$ cat config.mk
export PLATFORM = sky130hd
export DESIGN_NAME = fetch_queue
export DESIGN_NICKNAME = d
export VERILOG_FILES = /design/src/rtl/fetch_queue.sv
export SDC_FILE = /design/constraint.sdc
export NUM_CORES = 1
export LEC_CHECK = 0
export ABC_AREA = 1
export BUFFER_PORTS_ARGS = -buffer_cell sky130_fd_sc_hd__buf_2
export CAP_MARGIN = 20
export CELL_PAD_IN_SITES_DETAIL_PLACEMENT = 1
export CELL_PAD_IN_SITES_GLOBAL_PLACEMENT = 1
export CORE_MARGIN = 3
export CORE_UTILIZATION = 41
export DETAILED_ROUTE_END_ITERATION = 8
export PLACE_DENSITY = 0.76
export REMOVE_ABC_BUFFERS = 1
export SYNTH_ARGS = -nofsm -noshare
export SYNTH_HDL_FRONTEND = slang
export SYNTH_SLANG_ARGS = --single-unit
$ cat constraint.sdc
create_clock -name clk_i -period 3.8 [get_ports clk_i]
set_input_delay 0.76 -clock clk_i [delete_from_list [all_inputs] [get_ports clk_i]]
set_output_delay 0.76 -clock clk_i [all_outputs]
set_load 0.02 [all_outputs]
$ cat src/rtl/fetch_queue.sv
// Instruction prefetch queue feeding IF/ID from a req/ack instruction memory.
// Define FETCH_QUEUE_BYPASS_EN to forward an ack straight to the head when empty.
module fetch_queue #(
  parameter int          DEPTH    = 4,
  parameter logic [31:0] RESET_PC = 32'h0000_0000
) (
  input  logic        clk_i,
  input  logic        rst_i,
  input  logic        start_i,
  output logic        mem_req_o,
  output logic [31:0] mem_addr_o,
  input  logic        mem_ack_i,
  input  logic [31:0] mem_data_i,
  input  logic        stall_i,
  input  logic        redirect_i,
  input  logic [31:0] redirect_pc_i,
  output logic        valid_o,
  output logic [31:0] instr_o,
  output logic [31:0] pc_o
);

  localparam int PTR_W = $clog2(DEPTH);
  localparam int CNT_W = $clog2(DEPTH + 1);

  localparam logic [31:0] NOP = 32'h0000_0013;
  localparam logic [CNT_W-1:0] CNT_MAX = CNT_W'(DEPTH);

  typedef struct packed {
    logic [31:0] pc;
    logic [31:0] instr;
  } fq_entry_t;

  fq_entry_t        buf_q [DEPTH];
  logic [PTR_W-1:0] rd_ptr;
  logic [PTR_W-1:0] wr_ptr;
  logic [CNT_W-1:0] count;
  logic [31:0]      fetch_pc;
  logic [31:0]      req_addr;
  logic             inflight;
  logic             drop;

  logic      issue;
  logic      ack;
  logic      accept;
  logic      byp_hit;
  logic      byp_take;
  logic      push;
  logic      pop;
  logic      q_valid;
  fq_entry_t head;

  assign q_valid = (count != '0);

  // Reset gates issue so the request line drops the moment reset asserts.
  assign issue = rst_i && !inflight && start_i
              && !redirect_i && (count < CNT_MAX);

  assign mem_req_o  = inflight | issue;
  assign mem_addr_o = inflight ? req_addr
                    : (issue ? fetch_pc : '0);

  assign ack    = mem_ack_i & mem_req_o;
  assign accept = ack & !drop & !redirect_i;

`ifdef FETCH_QUEUE_BYPASS_EN
  assign byp_hit = accept && !q_valid;
`else
  assign byp_hit = 1'b0;
`endif

  assign byp_take = byp_hit & !stall_i;
  assign push     = accept & !byp_take;
  assign pop      = q_valid & !stall_i & !redirect_i;

  assign head = byp_hit ? fq_entry_t'{pc: mem_addr_o, instr: mem_data_i}
                        : buf_q[rd_ptr];

  assign valid_o = q_valid | byp_hit;
  assign instr_o = valid_o ? head.instr : NOP;
  assign pc_o    = valid_o ? head.pc : '0;

  always_ff @(posedge clk_i) begin
    if (push) begin
      buf_q[wr_ptr] <= fq_entry_t'{pc: mem_addr_o, instr: mem_data_i};
    end
  end

  always_ff @(posedge clk_i or negedge rst_i) begin
    if (!rst_i) begin
      rd_ptr   <= '0;
      wr_ptr   <= '0;
      count    <= '0;
      fetch_pc <= {RESET_PC[31:2], 2'b00};
      req_addr <= '0;
      inflight <= 1'b0;
      drop     <= 1'b0;
    end else begin
      if (ack) begin
        inflight <= 1'b0;
      end else if (issue) begin
        inflight <= 1'b1;
        req_addr <= mem_addr_o;
      end

      if (redirect_i) begin
        rd_ptr   <= '0;
        wr_ptr   <= '0;
        count    <= '0;
        fetch_pc <= {redirect_pc_i[31:2], 2'b00};
        // A held request still completes at its old address; mark it stale.
        drop     <= inflight & !ack;
      end else begin
        if (ack) begin
          drop <= 1'b0;
          if (!drop) begin
            fetch_pc <= fetch_pc + 32'd4;
          end
        end

        if (push) begin
          wr_ptr <= wr_ptr + PTR_W'(1);
        end
        if (pop) begin
          rd_ptr <= rd_ptr + PTR_W'(1);
        end

        unique case ({push, pop})
          2'b10:   count <= count + CNT_W'(1);
          2'b01:   count <= count - CNT_W'(1);
          default: count <= count;
        endcase
      end
    end
  end

endmodule

==> metrics.txt <==
result of the run finished, final reports clean; via density per instance 5.22; switching portion of total power 0.245; share of cells above drive strength 1 0.167; launch point of the worst reg-to-reg path inflight; terminating pin of the worst hold path buf_q[1][30]; Hold Vio Cnt, Final 0; full die area 36,600 um2; leakage component of the power 6.66 nW; R2R depth 14; Root Buffer sky130_fd_sc_hd__clkbuf_16; startpoint of the tightest hold check path mem_data_i[30]; CTS tree built; final cycle utilization of the critical path 0.836; unrepaired setup endpoints after global routing no; # hold bufs at CTS 0; count of input and output buffers 165; count of mapped cells out of synthesis 1,357; global placer's final weighted congestion 0.852; required time worst endpoint 3.04 ns; register bit total from synthesis 327; Clock Skews 0.0138 ns; portion of total power attributed to combinational logic 0.105; CP max FO 40; cell area after technology mapping 14,100 um2; cell type contributing the most total cell area after synthesis sky130_fd_sc_hd__edfxtp_1; DRC marker count from the first detailed-route iteration 686; share of total power in the clock network 0.409; XOR/XNOR share of the synthesized area 0.00684; total routed wirelength 39,400 um; critical path class flop to output port; total placed instance area 15,500 um2; height of the die 191 um; final critical delay including setup and external delays 3.18 ns; internal cell power 6.34 mW; number of instances resized during post-cts repair 0; first-pass detailed-route iteration total 5; part of the Yosys area used for sequential elements 0.672; timing-limited maximum frequency 315 MHz; number of nets with antenna violations after detailed routing 0; Final Max Slew Viols 0; total CTS buffers 36; Via Count 10,376; FF-to-FF End count[2]; initial antenna violation count 0; initial cell density of the core 0.418; Post-Synth Simple-Gate Area 0.156; main combinational cell family by area after synthesis simple AND/OR/NAND/NOR gates; Avg Inst Size Synth 10.4 um2; summed area of non-filler cells in the final layout 16,600 um2; insertion delay to the later sink of the worst-skew pair 0.51 ns; clock sink count 327; Placement Setup Slack 0.775 ns; post-route setup TNS 0 ns; layout-stage area growth over the synthesis result 18.0%; Data arrival, critical path 2.42 ns; Worst Setup Slack, final 0.624 ns; Net Switching 2.06 mW; Setup Viol. Count Final 0; post-detailed-route wirelength per cell 19.8 um; Synth Area in Compound Gates 0.110; cell types with the largest area share after synthesis sky130_fd_sc_hd__edfxtp_1, sky130_fd_sc_hd__dfrtp_1, sky130_fd_sc_hd__nor2_1; main flop type after synthesis sky130_fd_sc_hd__edfxtp_1; total of fill cells in the finished design 3,721; crit path capture type output port; maximum number of pins on one net before global-route repair 129; register share of total power 0.486; DR DRC count 0; max-capacitance violation count 0; Die X-Extent 191 um; area of the core 33,700 um2; post-synthesis mux area share 0; areal power density over the cells 505 nW/um2; std cell rows 67; wire length of the first global-routing pass 60,800 um; commonest cells in the synthesized netlist sky130_fd_sc_hd__nor2_1, sky130_fd_sc_hd__edfxtp_1, sky130_fd_sc_hd__nand2_1; H-Tree Level Count 2; yosys warns 0; number of global-route vias before repair 11,008; number of flops mapped to enable cells by yosys 256; total I/O pin count 168; maximum root-to-sink buffer count 3; library cells used by synthesis 36; cell with the most instances after synthesis sky130_fd_sc_hd__nor2_1; number of post-CTS setup repair buffers 0; Final Net Count 1,588; Tot GR Track Use 0.214; fraction of synthesized cell area taken by the top area cell type 0.546; Max-Slew Margin vs Limit 0.350; kind of path behind the tightest hold check input port to flop; area share of fa/ha/maj cells after synthesis 0.00586; DP Wirelength 23,900 um; peak supply drop 0.000263 V; post-synthesis async set-or-reset flop share 0.217; Worst-Margin Slew 0.975 ns; minimum setup slack among reg-to-reg paths 1.30 ns; startpoint class of the critical path flop; Reg clk slew, reported paths 0.06 ns; aggregate global routing overflow 0; Hold Path Stages 1
-- per-stage QoR --
step                total power, mW  hold WS, ns  instances   util
floorplan                      4.66        0.436       1286      -
global placement               5.00        0.450       1921  0.458
detailed placement             5.04        0.454       1922  0.459
finish                         8.40        0.467       1986  0.493
CTS                            8.48        0.447       1985  0.493
global route                   8.74        0.456       1985  0.493
-- critical path, stage by stage, from the launching register on --
cell	delay [ns]
sky130_fd_sc_hd__dfrtp_4	0.50
sky130_fd_sc_hd__clkinv_2	0.31
sky130_fd_sc_hd__buf_4	0.44
sky130_fd_sc_hd__o21ai_0	0.18
sky130_fd_sc_hd__a21oi_1	0.23
sky130_fd_sc_hd__buf_2	0.21
-- power by group through the flow --
stage                     Clock, mW  Combinational (mW)  Sequential, mW
final                          3.43               0.884            4.08
after floorplan                   0               0.506            4.15
after global routing           3.65               0.990            4.10
after detailed placement          0               0.887            4.16
after global placement            0               0.849            4.15
after CTS                      3.50               0.898            4.08
-- final cells by class --
class,instances,area (um2),share of cell area
clock inverter,15,175,0.0105
clock buffer,48,977,0.0588
tap,448,561,0.0337
inverter,98,374,0.0225
sequential,327,9470,0.570
multi-input combinational,861,3950,0.238
timing repair buffer,188,1110,0.0666
antenna,1,2.50,0.000151
-- logic make-up after synthesis --
family / count (synthesis)
AND/OR/NAND/NOR: 554
AO/OA/AOI/OAI: 290
flip-flops: 327
buffers and inverters: 169
XOR/XNOR: 11
adder cells (fa/ha/maj): 6
-- registers in the layout, summed over array words and instances, names as in the netlist --
name      flops
count         3
fetch_pc     30
rd_ptr        2
drop          1
req_addr     32
inflight      1
buf_q       256
wr_ptr        2
-- routing by layer --
metal  GRT usage  up-vias  wire (um)
li1            -     4916          -
met2       0.383      233      20000
met4      0.0542        0        834
met5           0        -          0
met3      0.0347       52       1760
met1       0.271     5175      16800
-- worst max path at each step --
stage               startpoint        endpoint  slack [ns]  depth (start not counted)
finish               rd_ptr[0]     instr_o[31]        0.62                          5
global route         rd_ptr[0]        pc_o[25]        0.44                          5
CTS                  rd_ptr[0]     instr_o[30]        0.58                          5
detailed placement  redirect_i  mem_addr_o[25]        0.78                          8
global placement    redirect_i   mem_addr_o[3]        0.85                          8
floorplan           redirect_i     buf_q[0][0]       -1.36                          7
-- layout by cell type, fill, tap and decap left out, types with 7 or more instances in the layout --
master,n
sky130_fd_sc_hd__nor2_1,339
sky130_fd_sc_hd__edfxtp_1,256
sky130_fd_sc_hd__buf_2,165
sky130_fd_sc_hd__nand2_1,149
sky130_fd_sc_hd__o21ai_0,145
sky130_fd_sc_hd__inv_1,94
sky130_fd_sc_hd__a21oi_1,94
sky130_fd_sc_hd__dfrtp_1,69
sky130_fd_sc_hd__nand3_1,47
sky130_fd_sc_hd__clkbuf_16,37
sky130_fd_sc_hd__o22ai_1,29
sky130_fd_sc_hd__buf_4,15
sky130_fd_sc_hd__o211ai_1,12
sky130_fd_sc_hd__xor2_1,10
sky130_fd_sc_hd__clkbuf_1,10
sky130_fd_sc_hd__buf_12,7
Note: power is estimated with default switching activity, not from simulation.
